==> src/rtl/ysyx_24080006_pkg.sv <==
// -----------------------------------------------------------------------------
// ysyx_24080006_pkg
// Shared AXI channel bundles plus the state and grant encodings used by the
// two-master arbiter that sits in front of the address-decode crossbar.
//
// Contents:
//   axi_r_m2s_t / axi_r_s2m_t : AR + R channels, master-to-slave / slave-to-master
//   axi_w_m2s_t / axi_w_s2m_t : AW + W + B channels, master-to-slave / slave-to-master
//   rd_arb_state_e            : read arbiter FSM states
//   wr_arb_state_e            : write hold FSM states
//   arb_grant_e               : which master owns the read channel
//   ax_meta_t                 : non-address AR/AW fields held for a transaction
// -----------------------------------------------------------------------------
package ysyx_24080006_pkg;

   localparam int AXI_ADDR_W = 32;
   localparam int AXI_DATA_W = 32;
   localparam int AXI_ID_W   = 4;

   typedef struct packed {
      logic                  arvalid;
      logic [AXI_ADDR_W-1:0] araddr;
      logic [AXI_ID_W-1:0]   arid;
      logic [7:0]            arlen;
      logic [2:0]            arsize;
      logic [1:0]            arburst;
      logic                  rready;
   } axi_r_m2s_t;

   typedef struct packed {
      logic                  arready;
      logic                  rvalid;
      logic [AXI_DATA_W-1:0] rdata;
      logic [1:0]            rresp;
      logic                  rlast;
      logic [AXI_ID_W-1:0]   rid;
   } axi_r_s2m_t;

   typedef struct packed {
      logic                    awvalid;
      logic [AXI_ADDR_W-1:0]   awaddr;
      logic [AXI_ID_W-1:0]     awid;
      logic [7:0]              awlen;
      logic [2:0]              awsize;
      logic [1:0]              awburst;
      logic                    wvalid;
      logic [AXI_DATA_W-1:0]   wdata;
      logic [AXI_DATA_W/8-1:0] wstrb;
      logic                    wlast;
      logic                    bready;
   } axi_w_m2s_t;

   typedef struct packed {
      logic                awready;
      logic                wready;
      logic                bvalid;
      logic [1:0]          bresp;
      logic [AXI_ID_W-1:0] bid;
   } axi_w_s2m_t;

   typedef enum logic [1:0] {
      R_IDLE = 2'd0,
      R_ADDR = 2'd1,
      R_DATA = 2'd2
   } rd_arb_state_e;

   typedef enum logic [1:0] {
      W_IDLE = 2'd0,
      W_XFER = 2'd1,
      W_RESP = 2'd2
   } wr_arb_state_e;

   typedef enum logic {
      GNT_IFU = 1'b0,
      GNT_LSU = 1'b1
   } arb_grant_e;

   // Address is held separately (its width follows the ADDR_W parameter).
   typedef struct packed {
      logic [AXI_ID_W-1:0] id;
      logic [7:0]          len;
      logic [2:0]          size;
      logic [1:0]          burst;
   } ax_meta_t;

endpackage

==> src/rtl/npc_arb_wr_hold.sv <==
// -----------------------------------------------------------------------------
// npc_arb_wr_hold
// Write side of the arbiter. Only the LSU writes, so there is no arbitration:
// the AW request is registered and held on the crossbar port until accepted,
// W beats pass straight through until the wlast beat, and the B response is
// forwarded back. The held awaddr stays stable until the B handshake because
// the crossbar decodes every beat on the live address.
//
// Ports:
//   clock      in  system clock
//   reset      in  asynchronous active-low reset
//   lsu_w_m2s  in  LSU AW/W/bready
//   lsu_w_s2m  out LSU awready/wready/B response
//   imd_w_m2s  out crossbar write port request
//   imd_w_s2m  in  crossbar write port response
// -----------------------------------------------------------------------------
module npc_arb_wr_hold
   import ysyx_24080006_pkg::*;
#(
   parameter int ADDR_W = 32
) (
   input  logic       clock,
   input  logic       reset,
   input  axi_w_m2s_t lsu_w_m2s,
   output axi_w_s2m_t lsu_w_s2m,
   output axi_w_m2s_t imd_w_m2s,
   input  axi_w_s2m_t imd_w_s2m
);

   wr_arb_state_e     wr_state, wr_next;
   logic [ADDR_W-1:0] aw_addr;
   ax_meta_t          aw_meta;
   logic              aw_done, w_done;
   logic              aw_take, aw_hs, w_last_hs;

   // NOTE: every output of this block is given a default before the case
   // statement, so no path leaves a signal unassigned and no latch appears.
   always_comb begin
      wr_next   = wr_state;
      aw_take   = 1'b0;
      aw_hs     = 1'b0;
      w_last_hs = 1'b0;
      lsu_w_s2m = '0;
      imd_w_m2s = '0;

      imd_w_m2s.awaddr  = aw_addr;
      imd_w_m2s.awid    = aw_meta.id;
      imd_w_m2s.awlen   = aw_meta.len;
      imd_w_m2s.awsize  = aw_meta.size;
      imd_w_m2s.awburst = aw_meta.burst;
      imd_w_m2s.wdata   = lsu_w_m2s.wdata;
      imd_w_m2s.wstrb   = lsu_w_m2s.wstrb;
      imd_w_m2s.wlast   = lsu_w_m2s.wlast;

      unique case (wr_state)
         W_IDLE: begin
            // awready is held low while reset is asserted.
            lsu_w_s2m.awready = reset;
            aw_take           = reset & lsu_w_m2s.awvalid;
            if (aw_take) wr_next = W_XFER;
         end
         W_XFER: begin
            imd_w_m2s.awvalid = !aw_done;
            imd_w_m2s.wvalid  = lsu_w_m2s.wvalid & !w_done;
            lsu_w_s2m.wready  = imd_w_s2m.wready & !w_done;
            aw_hs     = !aw_done & imd_w_s2m.awready;
            w_last_hs = !w_done & lsu_w_m2s.wvalid & imd_w_s2m.wready & lsu_w_m2s.wlast;
            // Either half may finish first, or both in the same cycle.
            if ((aw_done | aw_hs) && (w_done | w_last_hs)) wr_next = W_RESP;
         end
         W_RESP: begin
            imd_w_m2s.bready = lsu_w_m2s.bready;
            lsu_w_s2m.bvalid = imd_w_s2m.bvalid;
            lsu_w_s2m.bresp  = imd_w_s2m.bresp;
            lsu_w_s2m.bid    = imd_w_s2m.bid;
            if (imd_w_s2m.bvalid && lsu_w_m2s.bready) wr_next = W_IDLE;
         end
         default: wr_next = W_IDLE;
      endcase
   end

   // NOTE: sequential state uses non-blocking assignments so every register
   // samples the pre-edge values regardless of statement order.
   always_ff @(posedge clock or negedge reset) begin
      if (!reset) begin
         wr_state <= W_IDLE;
         aw_addr  <= '0;
         aw_meta  <= '0;
         aw_done  <= 1'b0;
         w_done   <= 1'b0;
      end else begin
         wr_state <= wr_next;
         if (aw_take) begin
            aw_addr       <= lsu_w_m2s.awaddr;
            aw_meta.id    <= lsu_w_m2s.awid;
            aw_meta.len   <= lsu_w_m2s.awlen;
            aw_meta.size  <= lsu_w_m2s.awsize;
            aw_meta.burst <= lsu_w_m2s.awburst;
            aw_done       <= 1'b0;
            w_done        <= 1'b0;
         end else begin
            if (aw_hs)     aw_done <= 1'b1;
            if (w_last_hs) w_done  <= 1'b1;
         end
      end
   end

endmodule

==> src/rtl/npc_arbiter.sv <==
// -----------------------------------------------------------------------------
// npc_arbiter
// Two-master AXI arbiter in front of the address-decode crossbar. IFU (read
// only) and LSU (read + write) share one read channel; the LSU alone owns the
// write channel. Each AR request is registered and its address/ID/len/size/
// burst are held on the crossbar port until the final R handshake, since the
// crossbar decodes every beat on the live araddr. Read and write sides are
// independent, so an LSU read and write may be in flight together.
//
// Read arbitration in R_IDLE:
//   default            : fixed priority, LSU over IFU (IFU can starve)
//   NPC_ARB_RR_EN      : round robin; on a tie the master not granted last wins
//
// Ports:
//   clock      in  system clock
//   reset      in  asynchronous active-low reset
//   ifu_r_m2s  in  IFU read request / rready
//   ifu_r_s2m  out IFU arready / read data
//   lsu_r_m2s  in  LSU read request / rready
//   lsu_r_s2m  out LSU arready / read data
//   lsu_w_m2s  in  LSU AW/W/bready
//   lsu_w_s2m  out LSU awready/wready/B response
//   imd_r_m2s  out crossbar read port request
//   imd_r_s2m  in  crossbar read port response
//   imd_w_m2s  out crossbar write port request
//   imd_w_s2m  in  crossbar write port response
// -----------------------------------------------------------------------------
module npc_arbiter
   import ysyx_24080006_pkg::*;
#(
   parameter int ADDR_W = 32
) (
   input  logic       clock,
   input  logic       reset,
   input  axi_r_m2s_t ifu_r_m2s,
   output axi_r_s2m_t ifu_r_s2m,
   input  axi_r_m2s_t lsu_r_m2s,
   output axi_r_s2m_t lsu_r_s2m,
   input  axi_w_m2s_t lsu_w_m2s,
   output axi_w_s2m_t lsu_w_s2m,
   output axi_r_m2s_t imd_r_m2s,
   input  axi_r_s2m_t imd_r_s2m,
   output axi_w_m2s_t imd_w_m2s,
   input  axi_w_s2m_t imd_w_s2m
);

   rd_arb_state_e     rd_state, rd_next;
   arb_grant_e        rd_grant;
   logic [ADDR_W-1:0] ar_addr;
   ax_meta_t          ar_meta;
   logic              lsu_req, ifu_req, pick_lsu, ar_take;

   assign lsu_req = lsu_r_m2s.arvalid;
   assign ifu_req = ifu_r_m2s.arvalid;

`ifdef NPC_ARB_RR_EN
   arb_grant_e last_grant;

   // LSU takes a tie only when IFU was the last master served.
   assign pick_lsu = lsu_req & (!ifu_req | (last_grant == GNT_IFU));

   always_ff @(posedge clock or negedge reset) begin
      if (!reset)       last_grant <= GNT_IFU;
      else if (ar_take) last_grant <= pick_lsu ? GNT_LSU : GNT_IFU;
   end
`else
   assign pick_lsu = lsu_req;
`endif

   always_comb begin
      rd_next   = rd_state;
      ar_take   = 1'b0;
      ifu_r_s2m = '0;
      lsu_r_s2m = '0;
      imd_r_m2s = '0;

      // The held request is always on the port; arvalid qualifies it.
      imd_r_m2s.araddr  = ar_addr;
      imd_r_m2s.arid    = ar_meta.id;
      imd_r_m2s.arlen   = ar_meta.len;
      imd_r_m2s.arsize  = ar_meta.size;
      imd_r_m2s.arburst = ar_meta.burst;

      unique case (rd_state)
         R_IDLE: begin
            // Only the winner sees arready, so any request is a handshake.
            lsu_r_s2m.arready = reset & pick_lsu;
            ifu_r_s2m.arready = reset & !pick_lsu & ifu_req;
            ar_take           = reset & (lsu_req | ifu_req);
            if (ar_take) rd_next = R_ADDR;
         end
         R_ADDR: begin
            imd_r_m2s.arvalid = 1'b1;
            if (imd_r_s2m.arready) rd_next = R_DATA;
         end
         R_DATA: begin
            if (rd_grant == GNT_LSU) begin
               imd_r_m2s.rready = lsu_r_m2s.rready;
               lsu_r_s2m.rvalid = imd_r_s2m.rvalid;
               lsu_r_s2m.rdata  = imd_r_s2m.rdata;
               lsu_r_s2m.rresp  = imd_r_s2m.rresp;
               lsu_r_s2m.rlast  = imd_r_s2m.rlast;
               lsu_r_s2m.rid    = imd_r_s2m.rid;
            end else begin
               imd_r_m2s.rready = ifu_r_m2s.rready;
               ifu_r_s2m.rvalid = imd_r_s2m.rvalid;
               ifu_r_s2m.rdata  = imd_r_s2m.rdata;
               ifu_r_s2m.rresp  = imd_r_s2m.rresp;
               ifu_r_s2m.rlast  = imd_r_s2m.rlast;
               ifu_r_s2m.rid    = imd_r_s2m.rid;
            end
            if (imd_r_s2m.rvalid && imd_r_m2s.rready && imd_r_s2m.rlast) rd_next = R_IDLE;
         end
         default: rd_next = R_IDLE;
      endcase
   end

   // NOTE: all request registers are reset so the crossbar never sees an
   // undefined address on the held port.
   always_ff @(posedge clock or negedge reset) begin
      if (!reset) begin
         rd_state <= R_IDLE;
         rd_grant <= GNT_IFU;
         ar_addr  <= '0;
         ar_meta  <= '0;
      end else begin
         rd_state <= rd_next;
         if (ar_take) begin
            if (pick_lsu) begin
               rd_grant      <= GNT_LSU;
               ar_addr       <= lsu_r_m2s.araddr;
               ar_meta.id    <= lsu_r_m2s.arid;
               ar_meta.len   <= lsu_r_m2s.arlen;
               ar_meta.size  <= lsu_r_m2s.arsize;
               ar_meta.burst <= lsu_r_m2s.arburst;
            end else begin
               rd_grant      <= GNT_IFU;
               ar_addr       <= ifu_r_m2s.araddr;
               ar_meta.id    <= ifu_r_m2s.arid;
               ar_meta.len   <= ifu_r_m2s.arlen;
               ar_meta.size  <= ifu_r_m2s.arsize;
               ar_meta.burst <= ifu_r_m2s.arburst;
            end
         end
      end
   end

   npc_arb_wr_hold #(
      .ADDR_W (ADDR_W)
   ) u_wr_hold (
      .clock     (clock),
      .reset     (reset),
      .lsu_w_m2s (lsu_w_m2s),
      .lsu_w_s2m (lsu_w_s2m),
      .imd_w_m2s (imd_w_m2s),
      .imd_w_s2m (imd_w_s2m)
   );

endmodule

==> config.mk <==
export PLATFORM = sky130hd
export DESIGN_NAME = npc_arbiter
export DESIGN_NICKNAME = d
export VERILOG_FILES = /design/src/rtl/ysyx_24080006_pkg.sv /design/src/rtl/npc_arb_wr_hold.sv /design/src/rtl/npc_arbiter.sv
export SDC_FILE = /design/constraint.sdc
export NUM_CORES = 1
export LEC_CHECK = 0
export CAP_MARGIN = 40
export CORE_AREA = 2 2 184 186
export DETAILED_ROUTE_END_ITERATION = 10
export DIE_AREA = 0 0 186 188
export GPL_ROUTABILITY_DRIVEN = 0
export PLACE_DENSITY_LB_ADDON = 0.12
export SLEW_MARGIN = 20
export SYNTH_ARGS = -nofsm -noshare
export SYNTH_HDL_FRONTEND = slang
export SYNTH_HIERARCHICAL = 1
export SYNTH_SLANG_ARGS = --single-unit
export TNS_END_PERCENT = 5
==> constraint.sdc <==
create_clock -name clock -period 1.9 [get_ports clock]
set_input_delay 0.19 -clock clock [delete_from_list [all_inputs] [get_ports clock]]
set_output_delay 0.19 -clock clock [all_outputs]
set_load 0.01 [all_outputs]
==> results.sh <==
export IMPL_status="finished with violations"
export IMPL_violations="setup timing"
export IMPL_tns_ns=-0.198
export IMPL_fill_cells=3483
export IMPL_cts_max_level=3
export IMPL_ir_drop_v=0.000479
export IMPL_power_w=0.0127
export IMPL_synth_yosys_seq_area_share_pct=47.0
export IMPL_synth_area_um2=5590
export IMPL_synthSimpleGateAreaFrac_pct=12.4
export IMPL_grt_pass1_vias=5114
export IMPL_ys_dominant_reg_cell="dfrtp_1"
export IMPL_fin_crit_ns=2.10
export IMPL_startpoint_type="flop"
export IMPL_nets=1064
export IMPL_yosys_warnings=6
export IMPL_async_flop_share_pct=100
export IMPL_rsz0062_at_grt="yes"
export IMPL_first_pass_iters=4
export IMPL_antenna_found_initial=0
export IMPL_die_h_um=188
export IMPL_antenna_cells=0
export IMPL_crit_family="buffers and inverters"
export IMPL_initial_core_util_pct=16.9
export IMPL_vias=4726
export IMPL_io_buffers=401
export IMPL_synth_largest_area_cell="dfrtp_1"
export IMPL_finalMaxSlewViolations=0
export IMPL_synth_xor_xnor_area_share_pct=0
export IMPL_synth_nets=684
export IMPL_setup_viol=1
export IMPL_path_cells="nand2b_4, nor2_4, buf_12, and2_1, clkdlybuf4s50_1"
export IMPL_place_area_um2=9940
export IMPL_numCtsBuffers=9
export IMPL_drc_errors=0
export IMPL_worstPathArrival_ns=1.91
export IMPL_rows=67
export IMPL_p_per_area_nw_per_um2=1250
export IMPL_wl_um=23400
export IMPL_multi_input_area_um2=2460
export IMPL_synthToLayoutAreaGrowth_pct=81.7
export IMPL_syn_inst=441
export IMPL_cp_required_ns=1.71
export IMPL_slowest_delay_ns=0.53
export IMPL_layout_setup_ws_ns=-0.198
export IMPL_finalHoldViolations=0
export IMPL_grt_ovfl_total=0
export IMPL_maxCapViolations=0
export IMPL_final_area_um2=10200
export IMPL_die_x_um=186
export IMPL_endpoint="lsu_r_s2m[38]"
export IMPL_seq_area_um2=2630
export IMPL_hp_class="input port to flop"
export IMPL_cts_root_buf="clkbuf_16"
export IMPL_synth_seq_cells=105
export IMPL_ys_top_cells_by_area="dfrtp_1 (47%), mux2_2 (30%), and2_1 (10%)"
export IMPL_mostFrequentLayoutCell="clkdlybuf4s50_1"
export IMPL_static_leakage_power_nw=4.43
export IMPL_crit_fanout=25
export IMPL_muxShareOfSynthArea_pct=29.8
export IMPL_grt_pass1_wl_um=33000
export IMPL_crit_buf_inv=2
export IMPL_grt_max_degree=55
export IMPL_synth_top_family_by_area="multiplexers"
export IMPL_viasPerCell=3.71
export IMPL_drive_above_1_share_pct=29.5
export IMPL_hold_slack_ns=0.333
export IMPL_r2r_start="u_wr_hold/wr_state[1]"
export IMPL_cp_num_cells=5
export IMPL_avgSynthCellArea_um2=12.7
export IMPL_synth_fa_ha_area_share_pct=0
export IMPL_fin_crit_sh_pct=110
export IMPL_drt_iter0_drc=99
export IMPL_max_slew_margin_pct=67.3
export IMPL_grt_use_total_pct=13.0
export IMPL_synth_edf_count=0
export IMPL_synth_top_area_share_pct=47.0
export IMPL_cts_tree="done"
export IMPL_synth_compound_area_share_pct=1.30
export IMPL_r2r_end="u_wr_hold/imd_w_m2s[42]"
export IMPL_die_area_um2=35000
export IMPL_final_cell_mix="clkdlybuf4s50_1 (305), mux2_2 (147), dfrtp_1 (104)"
export IMPL_core_area_um2=33100
export IMPL_endpoint_kind="output port"
export IMPL_cp_startpoint="rd_state[0]"
export IMPL_r2r_slack_ns=0.21
export IMPL_ys_types=28
export IMPL_dp_hpwl_um=18800
export IMPL_cts_buffer_depth=2
export IMPL_tightest_slew_ns=0.491
export IMPL_drt_antenna_violating_nets=0
export IMPL_worstSetupPathType="flop to output port"
export IMPL_numClockSinks=105
export IMPL_rr_worst_depth=4
export IMPL_fmax_mhz=477
export IMPL_worst_skew_pair_late_latency_ns=0.36
export IMPL_ioPinCount=474
export IMPL_wl_per_cell_um=18.4
export IMPL_worst_path_max_delay_cell="clkdlybuf4s50_1"
export IMPL_clk_pin_slew_ns=0.08
export IMPL_skew_ns=0.0106
worst min-delay path, cell delays in order:
cell	delay, ns
buf_2	0.19
and2_1	0.19
a21o_1	0.09
per-layer routing:
| metal | GRT usage (%) | up-vias | wire length, µm |
|---|---|---|---|
| li1 | - | 2215 | - |
| met1 | 13.5 | 2201 | 8560 |
| met2 | 23.6 | 294 | 11900 |
| met3 | 5.44 | 16 | 2640 |
| met4 | 3.60 | 0 | 319 |
| met5 | 0 | - | 0 |
registers in the layout, indices dropped and copies added, names as in the netlist:
signal               count
ar_addr                 32
u_wr_hold/aw_addr       32
imd_r_m2s               17
u_wr_hold/imd_w_m2s     17
rd_state                 2
u_wr_hold/wr_state       2
rd_grant                 1
u_wr_hold/aw_done        1
u_wr_hold/w_done         1
timing repair:
action                                  4_1_cts  5_1_grt
cloned                                        1        0
pin swaps                                     1        0
buffers inserted                              0        1
hold buffers                                  3        1
hold endpoints to repair                     17        2
endpoints found under the setup margin       94       73
gates resized for setup                      93      112
cells in the mapped netlist (all sizes together), types with 2 or more instances:
| cell | count |
|---|---|
| inv | 4 |
| and2 | 91 |
| nor2 | 11 |
| mux2 | 147 |
| buf | 54 |
| nor3b | 2 |
| clkbuf | 8 |
| dfrtp | 105 |
| nand2 | 3 |
| a21o | 3 |
kinds of logic (layout without fill, tap and decap cells):
kind of cell | count (synthesis) | in the layout
AOI/OAI and AO/OA | 9 | 9
DFF | 105 | 105
buffers and inverters | 66 | 450
and+or+nand+nor | 113 | 113
muxes | 148 | 148
worst min path at each step:
| stage | start | to | slack [ns] | depth (start not counted) |
|---|---|---|---|---|
| finish | lsu_r_m2s[50] | rd_grant | 0.33 | 3 |
| global route | lsu_r_m2s[50] | rd_grant | 0.37 | 3 |
| CTS | reset | u_wr_hold/imd_w_m2s[55] | 0.23 | 3 |
| detailed placement | reset | ar_addr[19] | 0.21 | 2 |
| global placement | reset | ar_addr[19] | 0.22 | 2 |
| floorplan | reset | ar_addr[0] | -0.11 | 0 |
report_power, final:
| group | internal (W) | leakage, nW | switching, W |
|---|---|---|---|
| clock network | 0.00104 | 0.142 | 0.000959 |
| registers | 0.00338 | 1.24 | 0.000583 |
| logic | 0.00413 | 3.05 | 0.00264 |
| total | 0.00855 | 4.43 | 0.00419 |
area by class of cell:
| class | count | area share, % |
|---|---|---|
| sequential | 105 | 25.9 |
| clock buffer | 9 | 2.22 |
| inverter | 4 | 0.148 |
| timing repair buffer | 431 | 41.2 |
| multi-input combinational | 270 | 24.3 |
| tap | 448 | 5.52 |
| clock inverter | 6 | 0.752 |
stage by stage:
step | util [%] | cells | setup WS, ns
floorplan | - | 441 | 0.436
global placement | 30.0 | 1251 | 0.0374
detailed placement | 30.0 | 1251 | 0.0234
CTS | 30.9 | 1270 | -0.239
global route | 30.7 | 1273 | -0.271
finish | 30.7 | 1273 | -0.198
(Power assumes the default switching activity.)
